**config.mk**
```make
export PLATFORM = sky130hd
export DESIGN_NAME = frame_sequencer
export DESIGN_NICKNAME = d
export VERILOG_FILES = /design/src/rtl/apu_pkg.sv /design/src/rtl/frame_step_decode.sv /design/src/rtl/frame_sequencer.sv
export SDC_FILE = /design/constraint.sdc
export NUM_CORES = 1
export LEC_CHECK = 0
export ABC_AREA = 1
export BUFFER_PORTS_ARGS = -buffer_cell sky130_fd_sc_hd__buf_2
export CORE_ASPECT_RATIO = 0.6
export CORE_MARGIN = 2
export CORE_UTILIZATION = 63
export DETAILED_ROUTE_END_ITERATION = 10
export PLACE_DENSITY = 0.85
export SLEW_MARGIN = 20
export SYNTH_ARGS = -nofsm -noshare
export SYNTH_HDL_FRONTEND = slang
export SYNTH_HIERARCHICAL = 1
export SYNTH_SLANG_ARGS = --single-unit
```
**constraint.sdc**
```tcl
create_clock -name iClk -period 5.1 [get_ports iClk]
set_input_delay 0.51 -clock iClk [delete_from_list [all_inputs] [get_ports iClk]]
set_output_delay 0.51 -clock iClk [all_outputs]
set_load 0.005 [all_outputs]
```
**src/rtl/apu_pkg.sv**
```systemverilog
// Shared APU constants: frame-sequencer step points, period lengths and mode encoding.
package apu_pkg;

    typedef enum logic {
        MODE_4STEP = 1'b0,
        MODE_5STEP = 1'b1
    } frame_mode_e;

    localparam int unsigned STEP_S1 = 7457;
    localparam int unsigned STEP_S2 = 14913;
    localparam int unsigned STEP_S3 = 22371;
    localparam int unsigned STEP_S4 = 29829;
    localparam int unsigned STEP_S5 = 37281;

    localparam int unsigned PERIOD_4STEP = 29830;
    localparam int unsigned PERIOD_5STEP = 37282;

endpackage

```
**src/rtl/frame_step_decode.sv**
```systemverilog
// Combinational step decoder: maps a counter value and sequencer mode to the
// quarter/half/IRQ-set strobes and a wrap flag for values at or past the period.
module frame_step_decode
    import apu_pkg::*;
#(
    parameter int unsigned CNT_W = 16
) (
    input  logic [CNT_W-1:0] cnt_i,
    input  frame_mode_e      mode_i,
    output logic             quarter_o,
    output logic             half_o,
    output logic             irq_set_o,
    output logic             wrap_o
);

    always_comb begin
        quarter_o = 1'b0;
        half_o    = 1'b0;
        irq_set_o = 1'b0;
        wrap_o    = 1'b0;
        if (mode_i == MODE_4STEP) begin
            wrap_o    = (cnt_i >= CNT_W'(PERIOD_4STEP));
            quarter_o = (cnt_i == CNT_W'(STEP_S1)) || (cnt_i == CNT_W'(STEP_S2)) ||
                        (cnt_i == CNT_W'(STEP_S3)) || (cnt_i == CNT_W'(STEP_S4));
            half_o    = (cnt_i == CNT_W'(STEP_S2)) || (cnt_i == CNT_W'(STEP_S4));
            irq_set_o = (cnt_i == CNT_W'(STEP_S4));
        end else begin
            // S4 is deliberately silent in 5-step mode
            wrap_o    = (cnt_i >= CNT_W'(PERIOD_5STEP));
            quarter_o = (cnt_i == CNT_W'(STEP_S1)) || (cnt_i == CNT_W'(STEP_S2)) ||
                        (cnt_i == CNT_W'(STEP_S3)) || (cnt_i == CNT_W'(STEP_S5));
            half_o    = (cnt_i == CNT_W'(STEP_S2)) || (cnt_i == CNT_W'(STEP_S5));
        end
    end

endmodule

```
**src/rtl/frame_sequencer.sv**
```systemverilog
// APU frame sequencer ($4017): 4/5-step quarter/half-frame pulse generator.
// Optional frame IRQ (inhibit latch, flag, ack) compiled in with FRAME_SEQ_IRQ_EN.
module frame_sequencer
    import apu_pkg::*;
#(
    parameter int unsigned CNT_W = 16
) (
    input  logic       iClk,
    input  logic       iReset_n,
    input  logic       iCpuTick,
    input  logic       iWrite,
    input  logic [7:0] iData,
    input  logic       iIrqAck,
    output logic       oQuarterFrame,
    output logic       oHalfFrame,
    output logic       oIrq
);

    logic [CNT_W-1:0] cnt_q, cnt_d, cnt_inc;
    frame_mode_e      mode_q, mode_d;
    logic             quarter_q, quarter_d;
    logic             half_q, half_d;
    logic             dec_quarter, dec_half, dec_irq_set, dec_wrap;

    // Decode the value the counter is about to take, so pulses register on the same edge.
    assign cnt_inc = cnt_q + CNT_W'(1);

    frame_step_decode #(.CNT_W(CNT_W)) u_decode (
        .cnt_i     (cnt_inc),
        .mode_i    (mode_q),
        .quarter_o (dec_quarter),
        .half_o    (dec_half),
        .irq_set_o (dec_irq_set),
        .wrap_o    (dec_wrap)
    );

    always_comb begin
        cnt_d     = cnt_q;
        mode_d    = mode_q;
        quarter_d = 1'b0;
        half_d    = 1'b0;
        if (iWrite) begin
            cnt_d     = '0;
            mode_d    = frame_mode_e'(iData[7]);
            quarter_d = iData[7];
            half_d    = iData[7];
        end else if (iCpuTick) begin
            if (dec_wrap) begin
                cnt_d = '0;
            end else begin
                cnt_d     = cnt_inc;
                quarter_d = dec_quarter;
                half_d    = dec_half;
            end
        end
    end

    always_ff @(posedge iClk or negedge iReset_n) begin
        if (!iReset_n) begin
            cnt_q     <= '0;
            mode_q    <= MODE_4STEP;
            quarter_q <= 1'b0;
            half_q    <= 1'b0;
        end else begin
            cnt_q     <= cnt_d;
            mode_q    <= mode_d;
            quarter_q <= quarter_d;
            half_q    <= half_d;
        end
    end

    assign oQuarterFrame = quarter_q;
    assign oHalfFrame    = half_q;

`ifdef FRAME_SEQ_IRQ_EN
    logic inhibit_q, inhibit_d;
    logic irq_q, irq_d;
    logic unused_data;

    assign unused_data = ^iData[5:0];

    always_comb begin
        inhibit_d = inhibit_q;
        irq_d     = irq_q;
        if (iWrite) begin
            inhibit_d = iData[6];
        end
        // Setting takes priority over a coincident acknowledge.
        if (!iWrite && iCpuTick && dec_irq_set && !inhibit_q) begin
            irq_d = 1'b1;
        end else if (iIrqAck || (iWrite && iData[6])) begin
            irq_d = 1'b0;
        end
    end

    always_ff @(posedge iClk or negedge iReset_n) begin
        if (!iReset_n) begin
            inhibit_q <= 1'b0;
            irq_q     <= 1'b0;
        end else begin
            inhibit_q <= inhibit_d;
            irq_q     <= irq_d;
        end
    end

    assign oIrq = irq_q;
`else
    logic unused_irq;

    assign unused_irq = ^{iIrqAck, iData[6:0], dec_irq_set};
    assign oIrq       = 1'b0;
`endif

endmodule

```
==> impl_metrics.py <==
metrics = {
    "run_status": {
        "status": "finished clean",
    },
    "worst_setup_path": {
        "crit_start": "cnt_q[0]",
        "crit_arrival_ps": 3260,
        "crit_path_end_kind": "flop",
        "r2r-start": "cnt_q[0]",
        "cp-start-kind": "flop",
        "crit_type": "flop to flop",
        "worstPathRequired_ps": 5250,
        "cp_max_fo": 13,
    },
    "grt": {
        "grt_max_degree": 20,
        "grt_pass1_wl_mm": 5.582,
        "grt_pass1_vias": 1217,
        "grt_overflow_total": 0,
        "grt_usage_pct": 26.85,
        "grt_antenna_before_repair": 0,
    },
    "drt": {
        "wl_met3_microns": 288,
        "route.met2.wl_mm": 1.372,
        "drc": 0,
        "routed_wirelength_mm": 3.438,
        "avgRoutedWirePerCell_microns": 12.23,
        "via_count": 1491,
        "drtAntennaViolNets": 0,
        "first_iter_violations": 106,
        "wl_met1_mm": 1.749,
        "routed.top_layer": "met4",
        "vias_per_cell": 5.306,
        "dr.pass1.iters": 4,
    },
    "die": {
        "die-area_sq_mm": 0.002783,
        "fp-row-count": 13,
        "initial_core_util_pct": 67.86,
        "fp.dieH_microns": 41.67,
        "core-area_sq_mm": 0.002196,
        "ios": 16,
        "die_w_microns": 66.79,
    },
    "pwr": {
        "p_leak_nw": 0.7558,
        "powerDensity_mw_per_mm2": 184.3,
        "peakVddDrop_mv": 0.1218,
    },
    "cts": {
        "clock_latency_ps": 260,
        "path_clk_slew_ps": 70,
        "htree_levels": 1,
        "cts_tree": "built",
        "numCtsBuffers": 3,
        "cts_setup_buffers": 0,
        "cts_sinks": 19,
        "ctsHoldBuffers": 0,
        "clk_path_buf_depth": 2,
        "cts_root_buf": "clkbuf_8",
        "cts_resized": 0,
    },
    "timing": {
        "rsz0062_at_grt": "false",
        "finalHoldViolCount": 0,
        "worst_hold_slack_ps": 179.4,
        "layout_min_cycle_time_ps": 3103,
        "timing.fmax_mhz": 322.3,
        "setup_viol": 0,
        "fin_worst_skew_ps": 4.649,
        "worst_slew_pin_slew_ps": 509.3,
        "drv_slew": 0,
        "slew-limit-headroom_pct": 65.93,
        "setup-tns-final_ps": 0,
        "fin_crit_sh_pct": 60.84,
    },
    "layout": {
        "final_nets": 266,
        "final-seq-area_sq_um": 475.5,
        "fillCellCount": 176,
        "post-route-util_pct": 72.31,
        "drive_gt1_share_pct": 10.36,
        "n_antenna_cell": 0,
        "multi_input_area_sq_um": 860.8,
        "final-instance-count-excl-fill": 281,
        "final_area_sq_mm": 0.001588,
        "syn_to_final_growth_pct": 6.549,
    },
    "synthesis": {
        "syn-num-nets": 257,
        "syn-instance-count": 243,
        "syn_area_sq_mm": 0.001490,
        "synth_warnings": 6,
        "synth_area_per_cell_sq_um": 6.132,
    },
    "placed_design": {
        "dpl.hpwl_mm": 2.657,
        "dp_cells": 277,
        "gp_congestion": 0.9052,
        "numPortBuffers": 6,
        "place_area_sq_mm": 0.001543,
    },
    "flow_run": {
        "maxCapViolCount": 0,
    },
    "worst_hold_path": {
        "min_path_type": "primary input to asynchronous set/reset pin",
    },
}
## path summary, 6_finish.rpt
kind	to	depth (start not counted)	slack (ps)
min in group iClk	mode_q	2	490
max in group asynchronous	oHalfFrame	1	4610
max reg2reg	cnt_q[2]	15	2000
min	cnt_q[14]	1	180
max	cnt_q[2]	15	2000
min reg2reg	cnt_q[15]	2	520
## power by group
| part | internal, mW | leakage [nW] | switching [mW] | total [mW] |
|---|---|---|---|---|
| clock network | 0.0558 | 0.0228 | 0.0535 | 0.109 |
| registers | 0.153 | 0.261 | 0.00236 | 0.156 |
| logic | 0.00748 | 0.473 | 0.0204 | 0.0279 |
## through the flow
stage	setup slack, ps	total power, mW
2_1_floorplan	2732	0.1754
3_3_place_gp	2132	0.1853
3_5_place_dp	2105	0.1862
4_1_cts	2080	0.2961
5_1_grt	1776	0.3069
6_report	1997	0.2927
## worst max-delay path, cell delays in order, from the launching register on
cell and delay, ps:
dfrtp_1 400, ha_1 230, nand2_1 90, nor2_2 220, nand2_2 90, xor2_1 440, nand3_1 160, nor3_1 290
nand2_1 90, nand2_1 80, nand2_1 70, inv_1 50, nor2_1 30, nand2_1 180, inv_1 270, a22o_2 300
## cell usage in the layout (no fill, tap or decap), drive strengths merged
| cell | instances |
|---|---|
| inv | 36 |
| conb | 1 |
| nand3 | 17 |
| nand2 | 87 |
| nor3 | 2 |
| a22o | 2 |
| or2 | 1 |
| a21oi | 1 |
| nor2 | 42 |
| nand3b | 2 |
| nand4 | 6 |
| and2 | 2 |
| buf | 6 |
| o22ai | 4 |
| xor2 | 6 |
| clkbuf | 4 |
| clkinv | 1 |
| ha | 1 |
| dfrtp | 19 |
| o21ai | 11 |
## sequential cells by signal, summed over array words and instances, names as in the netlist
signal	count
cnt_q	16
mode_q	1
oQuarterFrame	1
oHalfFrame	1
## final cells by class
| cell class | count | area share [%] |
|---|---|---|
| multi-input combinational | 185 | 54.22 |
| sequential | 19 | 29.94 |
| inverter | 37 | 8.747 |
| clock buffer | 4 | 2.837 |
| tap | 30 | 2.364 |
| timing repair buffer | 6 | 1.891 |
## per-layer routing
| layer | vias up | global-route usage, % |
|---|---|---|
| met5 | - | 0 |
| met4 | 0 | 4.898 |
| met3 | 4 | 7.588 |
| met2 | 52 | 37.60 |
| met1 | 667 | 41.31 |
| li1 | 768 | - |
No activity file was read; power rests on OpenSTA's default activity.
